$ cat src/rtl/regfile_write_arbiter.sv
// Register-file write-port arbiter: merges the pipeline writeback stream with
// a small queue of divider results. The pipeline always wins the port; queued
// divider results drain whenever the pipeline is quiet. Pipeline writes that
// target a register still pending in the queue kill the stale queued entry.
module regfile_write_arbiter #(
  parameter int DEPTH = 2
) (
  input  logic                       clk,
  input  logic                       rst_n,
  input  logic                       wb_valid,
  input  logic [4:0]                 wb_rd,
  input  logic [31:0]                wb_data,
  input  logic                       div_valid,
  input  logic [4:0]                 div_rd,
  input  logic [31:0]                div_data,
  output logic                       div_ready,
  output logic                       wr_en,
  output logic [4:0]                 wr_addr,
  output logic [31:0]                wr_data,
  output logic [31:0]                pend_mask,
  output logic [$clog2(DEPTH):0]     q_count
);

  localparam int PW = $clog2(DEPTH);
  localparam int CW = PW + 1;
  localparam logic [CW-1:0] FULL_COUNT = CW'(DEPTH);

  logic [4:0]       entry_rd   [DEPTH];
  logic [31:0]      entry_data [DEPTH];
  logic [DEPTH-1:0] entry_live;
  logic [DEPTH-1:0] live_next;
  logic [PW-1:0]    rd_ptr;
  logic [PW-1:0]    wr_ptr;

  logic wb_qual;
  logic push;
  logic pop;
  logic head_live;
  logic write_head;

  // Handshake and the push/pop decisions for this cycle. A dead head entry
  // (squashed by a younger pipeline write) drains even while the pipeline
  // owns the write port, since it needs no port slot.
  always_comb begin
    div_ready  = rst_n && (q_count != FULL_COUNT);
    wb_qual    = wb_valid && (wb_rd != 5'd0);
    push       = div_valid && div_ready && (div_rd != 5'd0);
    head_live  = entry_live[rd_ptr];
    pop        = (q_count != '0) && (!head_live || !wb_qual);
    write_head = pop && head_live;
  end

  // Next liveness of each entry: squash matches of a pipeline write, retire
  // the popped head, then mark the newly pushed slot live (divider is younger).
  always_comb begin
    live_next = entry_live;
    if (wb_qual) begin
      for (int i = 0; i < DEPTH; i++) begin
        if (entry_rd[i] == wb_rd) live_next[i] = 1'b0;
      end
    end
    if (pop)  live_next[rd_ptr] = 1'b0;
    if (push) live_next[wr_ptr] = 1'b1;
  end

  // One-hot OR of the destinations of every live queued entry.
  always_comb begin
    pend_mask = '0;
    for (int i = 0; i < DEPTH; i++) begin
      if (entry_live[i]) pend_mask[entry_rd[i]] = 1'b1;
    end
    pend_mask[0] = 1'b0;
  end

  // Queue payload storage; contents are only meaningful while the slot is live.
  always_ff @(posedge clk) begin
    if (push) begin
      entry_rd[wr_ptr]   <= div_rd;
      entry_data[wr_ptr] <= div_data;
    end
  end

  // Queue bookkeeping: pointers wrap naturally because DEPTH is a power of two.
  always_ff @(posedge clk or negedge rst_n) begin
    if (!rst_n) begin
      rd_ptr     <= '0;
      wr_ptr     <= '0;
      q_count    <= '0;
      entry_live <= '0;
    end else begin
      entry_live <= live_next;
      if (push) wr_ptr <= wr_ptr + PW'(1);
      if (pop)  rd_ptr <= rd_ptr + PW'(1);
      case ({push, pop})
        2'b10:   q_count <= q_count + CW'(1);
        2'b01:   q_count <= q_count - CW'(1);
        default: q_count <= q_count;
      endcase
    end
  end

  // Registered write port: pipeline first, then a live queue head; address
  // and data hold their last values when idle.
  always_ff @(posedge clk or negedge rst_n) begin
    if (!rst_n) begin
      wr_en   <= 1'b0;
      wr_addr <= '0;
      wr_data <= '0;
    end else if (wb_qual) begin
      wr_en   <= 1'b1;
      wr_addr <= wb_rd;
      wr_data <= wb_data;
    end else if (write_head) begin
      wr_en   <= 1'b1;
      wr_addr <= entry_rd[rd_ptr];
      wr_data <= entry_data[rd_ptr];
    end else begin
      wr_en   <= 1'b0;
    end
  end

endmodule

$ cat config.mk
export PLATFORM = sky130hd
export DESIGN_NAME = regfile_write_arbiter
export DESIGN_NICKNAME = d
export VERILOG_FILES = /design/src/rtl/regfile_write_arbiter.sv
export SDC_FILE = /design/constraint.sdc
export NUM_CORES = 1
export LEC_CHECK = 0
export CORE_MARGIN = 4
export CORE_UTILIZATION = 53
export CTS_BUF_LIST = sky130_fd_sc_hd__clkbuf_8
export CTS_CLUSTER_DIAMETER = 200
export DETAILED_ROUTE_END_ITERATION = 10
export GPL_TIMING_DRIVEN = 0
export PLACE_DENSITY = 0.94
export SETUP_SLACK_MARGIN = 0.1
export SYNTH_ARGS = -nofsm -noshare
export SYNTH_HDL_FRONTEND = slang
export SYNTH_SLANG_ARGS = --single-unit
export TNS_END_PERCENT = 10
$ cat constraint.sdc
create_clock -name clk -period 7.7 [get_ports clk]
set_input_delay 2.31 -clock clk [delete_from_list [all_inputs] [get_ports clk]]
set_output_delay 2.31 -clock clk [all_outputs]
set_load 0.02 [all_outputs]
==> out/results.txt, run 1 <==
The run finished with clean final reports. The tools report the post-synth net total as 473. After synthesis, the share of flip-flops with an asynchronous set or reset is 37.29%.

The number of global-route vias before repair was 4,314; the standard cell core area was 0.009729 mm^2. The kind of launch point of the worst setup path was an input pin. The run gives 0.007004 mm^2 as the instance area after placement.

Setup slack closes at 1.415 ns. Clock-pin slew of the registers on the worst-case setup and hold paths: 0.06 ns. Vertical die dimension: 107.8 um.

Setup repair after global routing left no endpoint under its margin. The logs give 0.01160 ns for the final setup skew and 0.0001678 V for the peak supply drop. The finished cells cover 0.007436 mm^2.

The total track usage was 24.44%; the HPWL after detailed placement was 9.688 mm. The tools report the nature of the critical path endpoint as an output port. The total buffers and inverters traversed by the critical path works out to 3.

TritonCTS built the clock tree. Setup violations remaining at the end of the flow were counted as 0. For the DRC violation total after the first TritonRoute iteration, the log shows 223. In the final design database the tool counted 644 nets. The total wirelength of the detailed-routed design is 13.62 mm.

In this run, synthesis produced a sequential element count of 118. The die covers 0.01162 mm^2. Entering global routing, the biggest net connects 28 pins. The number of setup buffers added after CTS is 0.

At the end of routability-driven placement, the weighted congestion stood at 0.8217. The synthesized netlist occupies a cell area of 0.005276 mm^2. For the number of rows created at floorplan, the log shows 36. The tools report the count of max-cap constraint violations as 0. Global routing finished with a remaining overflow of 0. STA puts the critical path data arrival time at 3.97 ns. In the routed design, unresolved DRC markers number 0.

Clock root buffer master: sky130_fd_sc_hd__clkbuf_8. The die is 107.8 um wide. Sorting the synthesized cells by area gives the leading types as sky130_fd_sc_hd__edfxtp_1 42%, sky130_fd_sc_hd__dfrtp_1 21%, sky130_fd_sc_hd__mux2_2 7.9%. The number of fillers in the final layout was 644; the count of non-filler cells in the finished layout was 711.

CTS saw 118 sinks. For the finished layout, the period the worst path requires is 6.285 ns. The top fanout value on the critical path works out to 27.

The count of nets left with antenna violations once routing finished came out at 0. The signal on the critical path passes through buf_2 > buf_12 > a21boi_0 > clkdlybuf4s50_1. The number of H-tree levels was 4; the minimum setup slack after placement was 1.361 ns.

On the critical path the largest part of the delay comes from buffers and inverters. Gates resized during post-CTS repair numbered 0. The slowest stage of the critical path is the sky130_fd_sc_hd__clkdlybuf4s50_1 cell. After synthesis, flip-flops and latches occupy 62.98% of the total area. Yosys mapped a number of flops with a built-in enable equal to 74.

In this run the static leakage power is 2.683 nW. Yosys instantiated no cell more often than sky130_fd_sc_hd__edfxtp_1. The end-of-flow core utilization is 76.43%. The fraction of layout instances using a drive strength above 1 works out to 15.74%.

Summed over all instances, the cell type with the most area after synthesis is sky130_fd_sc_hd__edfxtp_1. 0 antenna diodes ended up in the layout. Number of instances in the synthesized netlist: 394. Counting the buffers created by CTS gives 17.

Worst hold-check path type: register to register. Data on the critical path is required at its endpoint by 5.39 ns. The largest stage delay on the critical path works out to 0.67 ns.

The fraction of the cycle the final worst path needs was 81.62%. The detailed router placed 3,987 vias in this run. The areal power density over the cells is 319.2 mW/mm^2, and the first-pass GRT wire length is 21.62 mm.

No sink is reached through more buffers than the 2 on the longest clock path. For this design, the CTS-stage hold fixing added 0 buffers. In the synthesized netlist the dominant register cell turns out to be sky130_fd_sc_hd__edfxtp_1. The via count normalized by instance count was 5.608. Static timing analysis puts the maximum clock frequency at 159.1 MHz.

Once the floorplan was initialized, standard cells occupied 54.23% of the core. The count of synthesis-stage warnings from yosys is 0. For this run, the detailed router's first-pass iteration total came to 5.

The count of pins over their slew limit is 0. Sorting the synthesized cells by how often they occur yields 74 x sky130_fd_sc_hd__edfxtp_1, 44 x sky130_fd_sc_hd__dfrtp_1, 39 x sky130_fd_sc_hd__nand2_1, 37 x sky130_fd_sc_hd__mux2_2, 37 x sky130_fd_sc_hd__mux2i_1. The per-cell routed wire length came out at 19.15 um. The run gives 0 as the number of antenna violations at the first check in global routing.

The count of pins on the block boundary came out at 151. For the total negative setup slack, the log shows 0 ns. The worst setup path is of the input pin to output port kind. Summed over its instances, the top area cell type makes up 42.12% of the synthesized netlist area. The clock insertion delay at the later pin of the skew report is 0.42 ns.

The layout-stage area growth over the synthesis result is 40.93%. At the pin with the least slew margin, the transition time is 0.6383 ns. In this run the tool buffered the top-level ports with 149 buffer cells. The count of placed standard cells including taps was 679; the average footprint of a synthesized cell was 13.39 um^2. Number of hold violations in the final report: 0. Headroom to the max-slew limit came out at 57.45%. The tools report the number of different library cells in the post-synthesis netlist as 34.
[kinds of logic (layout without fill, tap and decap cells)]
group	Yosys count	count (layout)	synth area share [%]
flops	118	118	62.98
compound gates	80	80	8.845
mux	75	75	15.13
simple gates	75	75	7.304
buf+inv	30	214	3.106
xor+xnor	14	14	2.324
fa+ha+maj	1	1	0.2371
other cells	1	1	0.07107
[layout make-up]
class                   count  area, um^2  area share [%]
well taps                 133       166.4           2.238
multi-input cells         246        1804           24.26
inverters                   2       7.507          0.1010
flip-flops and latches    118        3323           44.69
repair buffers            152        1546           20.80
plain buffers              28       156.4           2.103
clock inverters            14       183.9           2.473
clock buffers              18       247.7           3.332
[placed cells by master, fill, tap and decap left out, types with 3 or more instances in the layout]
master / count
sky130_fd_sc_hd__mux2_2: 37
sky130_fd_sc_hd__o22ai_1: 33
sky130_fd_sc_hd__mux2i_1: 37
sky130_fd_sc_hd__clkbuf_8: 18
sky130_fd_sc_hd__edfxtp_1: 74
sky130_fd_sc_hd__nand3b_1: 10
sky130_fd_sc_hd__buf_2: 3
sky130_fd_sc_hd__o21ai_0: 27
sky130_fd_sc_hd__clkbuf_1: 18
sky130_fd_sc_hd__inv_1: 4
sky130_fd_sc_hd__nand3_1: 4
sky130_fd_sc_hd__or3b_2: 6
sky130_fd_sc_hd__xor2_1: 7
sky130_fd_sc_hd__clkdlybuf4s50_1: 148
sky130_fd_sc_hd__a21oi_1: 3
sky130_fd_sc_hd__buf_4: 3
sky130_fd_sc_hd__buf_6: 5
sky130_fd_sc_hd__xnor2_1: 7
sky130_fd_sc_hd__bufinv_16: 4
sky130_fd_sc_hd__o21ai_1: 12
sky130_fd_sc_hd__clkinv_4: 3
sky130_fd_sc_hd__nand2_1: 39
sky130_fd_sc_hd__buf_12: 3
sky130_fd_sc_hd__dfrtp_1: 44
sky130_fd_sc_hd__nor2_1: 4
[where the power goes]
part	internal, mW	switching [mW]	leakage (nW)
Sequential	0.808	0.0678	1.21
Clock	0.359	0.244	0.223
Combinational	0.438	0.456	1.25
[worst register-to-register path, cell delays in order, from the launching register on]
cell                       delay (ns)
sky130_fd_sc_hd__dfrtp_1         0.46
sky130_fd_sc_hd__inv_1           0.06
sky130_fd_sc_hd__a21boi_0        0.28
sky130_fd_sc_hd__o211ai_2        0.29
sky130_fd_sc_hd__nor2_4          0.47
sky130_fd_sc_hd__buf_12          0.27
[flip-flops by register name, summed over array words and instances (netlist names)]
name        cells
entry_rd       10
wr_en           1
wr_data        32
entry_live      2
entry_data     64
wr_addr         5
q_count         2
wr_ptr          1
rd_ptr          1
[per-stage QoR]
stage | hold slack (ns) | power (mW)
after floorplan | 0.4880 | 1.437
after global placement | 0.5050 | 1.743
after detailed placement | 0.5388 | 1.782
after CTS | 0.5515 | 2.391
after global routing | 0.5626 | 2.497
final | 0.5476 | 2.373
[path summary, 6_finish.rpt]
| check | start | endpoint | slack [ns] | depth (start not counted) |
|---|---|---|---|---|
| worst min-delay path | q_count[1] | q_count[1] | 0.55 | 1 |
| min in group asynchronous | rst_n | wr_data[30] | 1.85 | 1 |
| worst min register to register | q_count[1] | q_count[1] | 0.55 | 1 |
| worst max register to register | q_count[0] | entry_rd[0][3] | 5.58 | 5 |
| max in group asynchronous | rst_n | q_count[1] | 5.32 | 2 |
| worst max-delay path | rst_n | div_ready | 1.42 | 4 |
[routing by layer]
metal	GRT usage, %	vias to the layer above	wire length, um
li1	-	1820	-
met1	29.94	1986	5536
met2	43.25	165	7142
met3	5.099	16	772
met4	7.574	0	167
met5	0	-	0
(Power assumes the default switching activity.)
==> run 2: changes to the inputs <==
Settings changed: CORE_UTILIZATION 53 to 49, PLACE_DENSITY 0.94 to 0.88.
Clock period 7.7 ns to 6.1 ns, I/O delays scaled along.
==> run 2 against run 1 <==
Effect of this change:
- setup slack got worse by 0.43 ns
- global-route usage fell by 2.4 points
- clock skew shrank 0.0030 ns
- non-clock buffer count is the same
- via count shrank 0.45%
- first-iteration DRC count is 13% higher
- critical path type unchanged
- total power is 23% higher
- sequential power increased by 26%
==> out/results.txt, run 2 (same netlist as run 1, synthesis figures left out) <==
The required time at the worst-slack endpoint was 4.27 ns. The number of I/O port buffers came out at 149. The layout-stage area growth over the synthesis result was 40.10%; the count of cells along the worst hold path was 2.

The number of hold violations in the final report came out at 0. The logs give 4,222 for the number of global-route vias before repair and 700 for the number of fillers in the final layout. The largest registers in the layout are entry_data: 64 flops, wr_data: 32 flops, entry_rd: 10 flops.

Buffers added to address setup during post-CTS repair amount to 0. Setup violations remaining at the end of the flow were counted as 0. The worst setup path is captured at an output port. Entering global routing, the biggest net connects 29 pins. The horizontal die dimension works out to 111.8 um.

The number of routed nets with antenna violations was 0. The routed design has 13.58 mm of wire. Internal power comes to 1.931 mW. The tools report the kind of launch point of the worst setup path as an input pin.

Setup repair after global routing left no endpoint under its margin. Via count normalized by instance count: 5.559. For this run, the total global-route usage over all layers was measured as 22.07%.

The tool flagged a number of max-cap violations equal to 0. TritonCTS built the clock tree. CTS built an H-tree with a depth of 4. The top cell types in the final layout, fill and taps aside, are 148 x sky130_fd_sc_hd__clkdlybuf4s50_1, 74 x sky130_fd_sc_hd__edfxtp_1, 44 x sky130_fd_sc_hd__dfrtp_1. Across all setup checks in the final design, the least slack found is 0.9840 ns. The tree is rooted in a sky130_fd_sc_hd__clkbuf_8. Hold path endpoint: wr_data[10]. The run finished with clean final reports. Ranked by flip-flop count, first place goes to entry_data. The signal on the critical path passes through buf_2 > a21boi_0 > clkdlybuf4s50_1. Across the routed clock network, the largest skew measured is 0.008649 ns.

For this design, the sink count on the clock tree is 118. Summed over all nets, the switching power comes to 0.9821 mW. The share of total power dissipated in the clock network is 23.0%.

The per-cell routed wire length works out to 19.02 um. The floorplan step defined a core boundary enclosing 0.01042 mm^2. In the finished design, the share of the clock period the worst path needs comes to 83.87%. The logs give 0 for the count of pins over their slew limit and 21.56 mm for the first-pass GRT wire length. The congestion estimate from routability-driven global placement came to 0.7941. For this run, the slowest stage of the critical path takes 0.67 ns. The count of pins on the block boundary was 151; the starting density of the core was 50.65%.

The most common library cell in the layout ignoring fill and taps is sky130_fd_sc_hd__clkdlybuf4s50_1. Buffers inserted to repair hold after CTS numbered 0. The routed layout has 3,969 vias. Buffers inserted during clock tree synthesis total 17. At the pin with the least slew margin, the transition time is 0.6922 ns. The number of flip-flops under the largest register name works out to 64. The leakage power summed over all cells is 2.655 nW, and the total inserted antenna cells is 0. For the worst-skew pair, the clock arrives at the later sink with an insertion delay of 0.42 ns.

The top fanout value on the critical path is 21. The post-route minimum period is 5.116 ns. The vertical die dimension is 111.8 um.

The endpoint of the most critical register-to-register path is entry_data[0][31]. Summing all non-filler instances in the final layout gives an area of 0.007392 mm^2. The source of the worst hold timing path was wr_data[10]. The setup path with the least slack is of type input pin to output port. The number of cells traversed by the worst register-to-register path was 5; the instance area after placement was 0.007015 mm^2.

The peak supply drop was 0.0002278 V; the part of the total power dissipated in sequential elements was 37.8%. The worst hold path belongs to the class register to register. The tools report the signal arrival time at the worst endpoint as 3.29 ns. Combinational cells account for 39.2% of the total power. The worst reg-to-reg setup slack came out at 3.95 ns. The areal power density over the cells works out to 394.1 mW/mm^2. Measured against its own limit, the worst slew margin works out to 53.85%. The clock-pin slew of the registers on the worst-case setup and hold paths is 0.06 ns, and the HPWL after detailed placement is 9.623 mm. The run gives 2 as the number of buffers on the longest clock path. Power comes to 2.913 mW. Start of the worst register-to-register path: q_count[0]. After the last flow step, the layout net total stands at 644. Of the cells placed in the final design, the portion with a size suffix greater than 1 is 15.74%.

On the critical path, the stage with the largest delay is an instance of sky130_fd_sc_hd__clkdlybuf4s50_1. For the number of detailed-routing iterations run before antenna repair, the log shows 5. The number of antenna violations at the first check in global routing is 0. The switching portion of total power came out at 33.72%. The die covers 0.01249 mm^2. Static timing analysis puts the maximum clock frequency at 195.5 MHz.

The run gives 0 as the post-cts gate resize count. For this block, the initial DRC count from the detailed router was 251. The residual overflow from global routing was 0; the number of rows created at floorplan was 37. For the number of remaining DRC errors, the log shows 0. Before CTS, the worst setup slack after placement is 0.9583 ns.
run 2: power by group through the flow:
stage / sequential (mW) / clock (mW) / combinational [mW]
2_1_floorplan: 1.21 / 0 / 0.606
3_5_place_dp: 1.12 / 0 / 1.14
3_3_place_gp: 1.11 / 0 / 1.10
6_report: 1.10 / 0.670 / 1.14
5_1_grt: 1.12 / 0.722 / 1.22
4_1_cts: 1.10 / 0.684 / 1.15
run 2: how the worst max path moves through the flow:
| stage | startpoint | end | cells past startpoint | slack [ns] |
|---|---|---|---|---|
| floorplan | rst_n | entry_data[0][0] | 3 | 1.31 |
| global placement | rst_n | entry_data[0][0] | 4 | -1.49 |
| detailed placement | rst_n | div_ready | 3 | 0.96 |
| CTS | rst_n | div_ready | 3 | 0.95 |
| global route | rst_n | div_ready | 3 | 0.83 |
| finish | rst_n | div_ready | 3 | 0.98 |
run 2: through the flow:
stage	util (%)	setup TNS, ns	cells	hold WS [ns]
after global routing	70.97	0	714	0.5759
after CTS	70.97	0	714	0.5641
after detailed placement	67.35	0	682	0.5497
final	70.97	0	714	0.5637
after floorplan	-	0	394	0.4880
after global placement	66.61	-110.51	679	0.5064
run 2: cell type report:
cell class,instances,area [um^2],area share (%)
plain buffers,28,156.4,2.116
inverters,2,7.507,0.1016
multi-input cells,246,1804,24.41
clock buffers,17,234.0,3.165
flip-flops and latches,118,3323,44.96
repair buffers,152,1554,21.02
clock inverters,15,142.6,1.930
well taps,136,170.2,2.302
run 2: critical path: cells and delay by family:
family                 cells  cell delay [ns]
buffers and inverters      2             1.11
AO/OA/AOI/OAI              1             0.34
run 2: per-layer routing:
layer	routed length, um	vias up	global-route usage (%)
li1	-	1818	-
met1	5424	1952	25.74
met2	6960	180	38.41
met3	1030	19	7.500
met4	166	0	6.975
met5	0	-	0
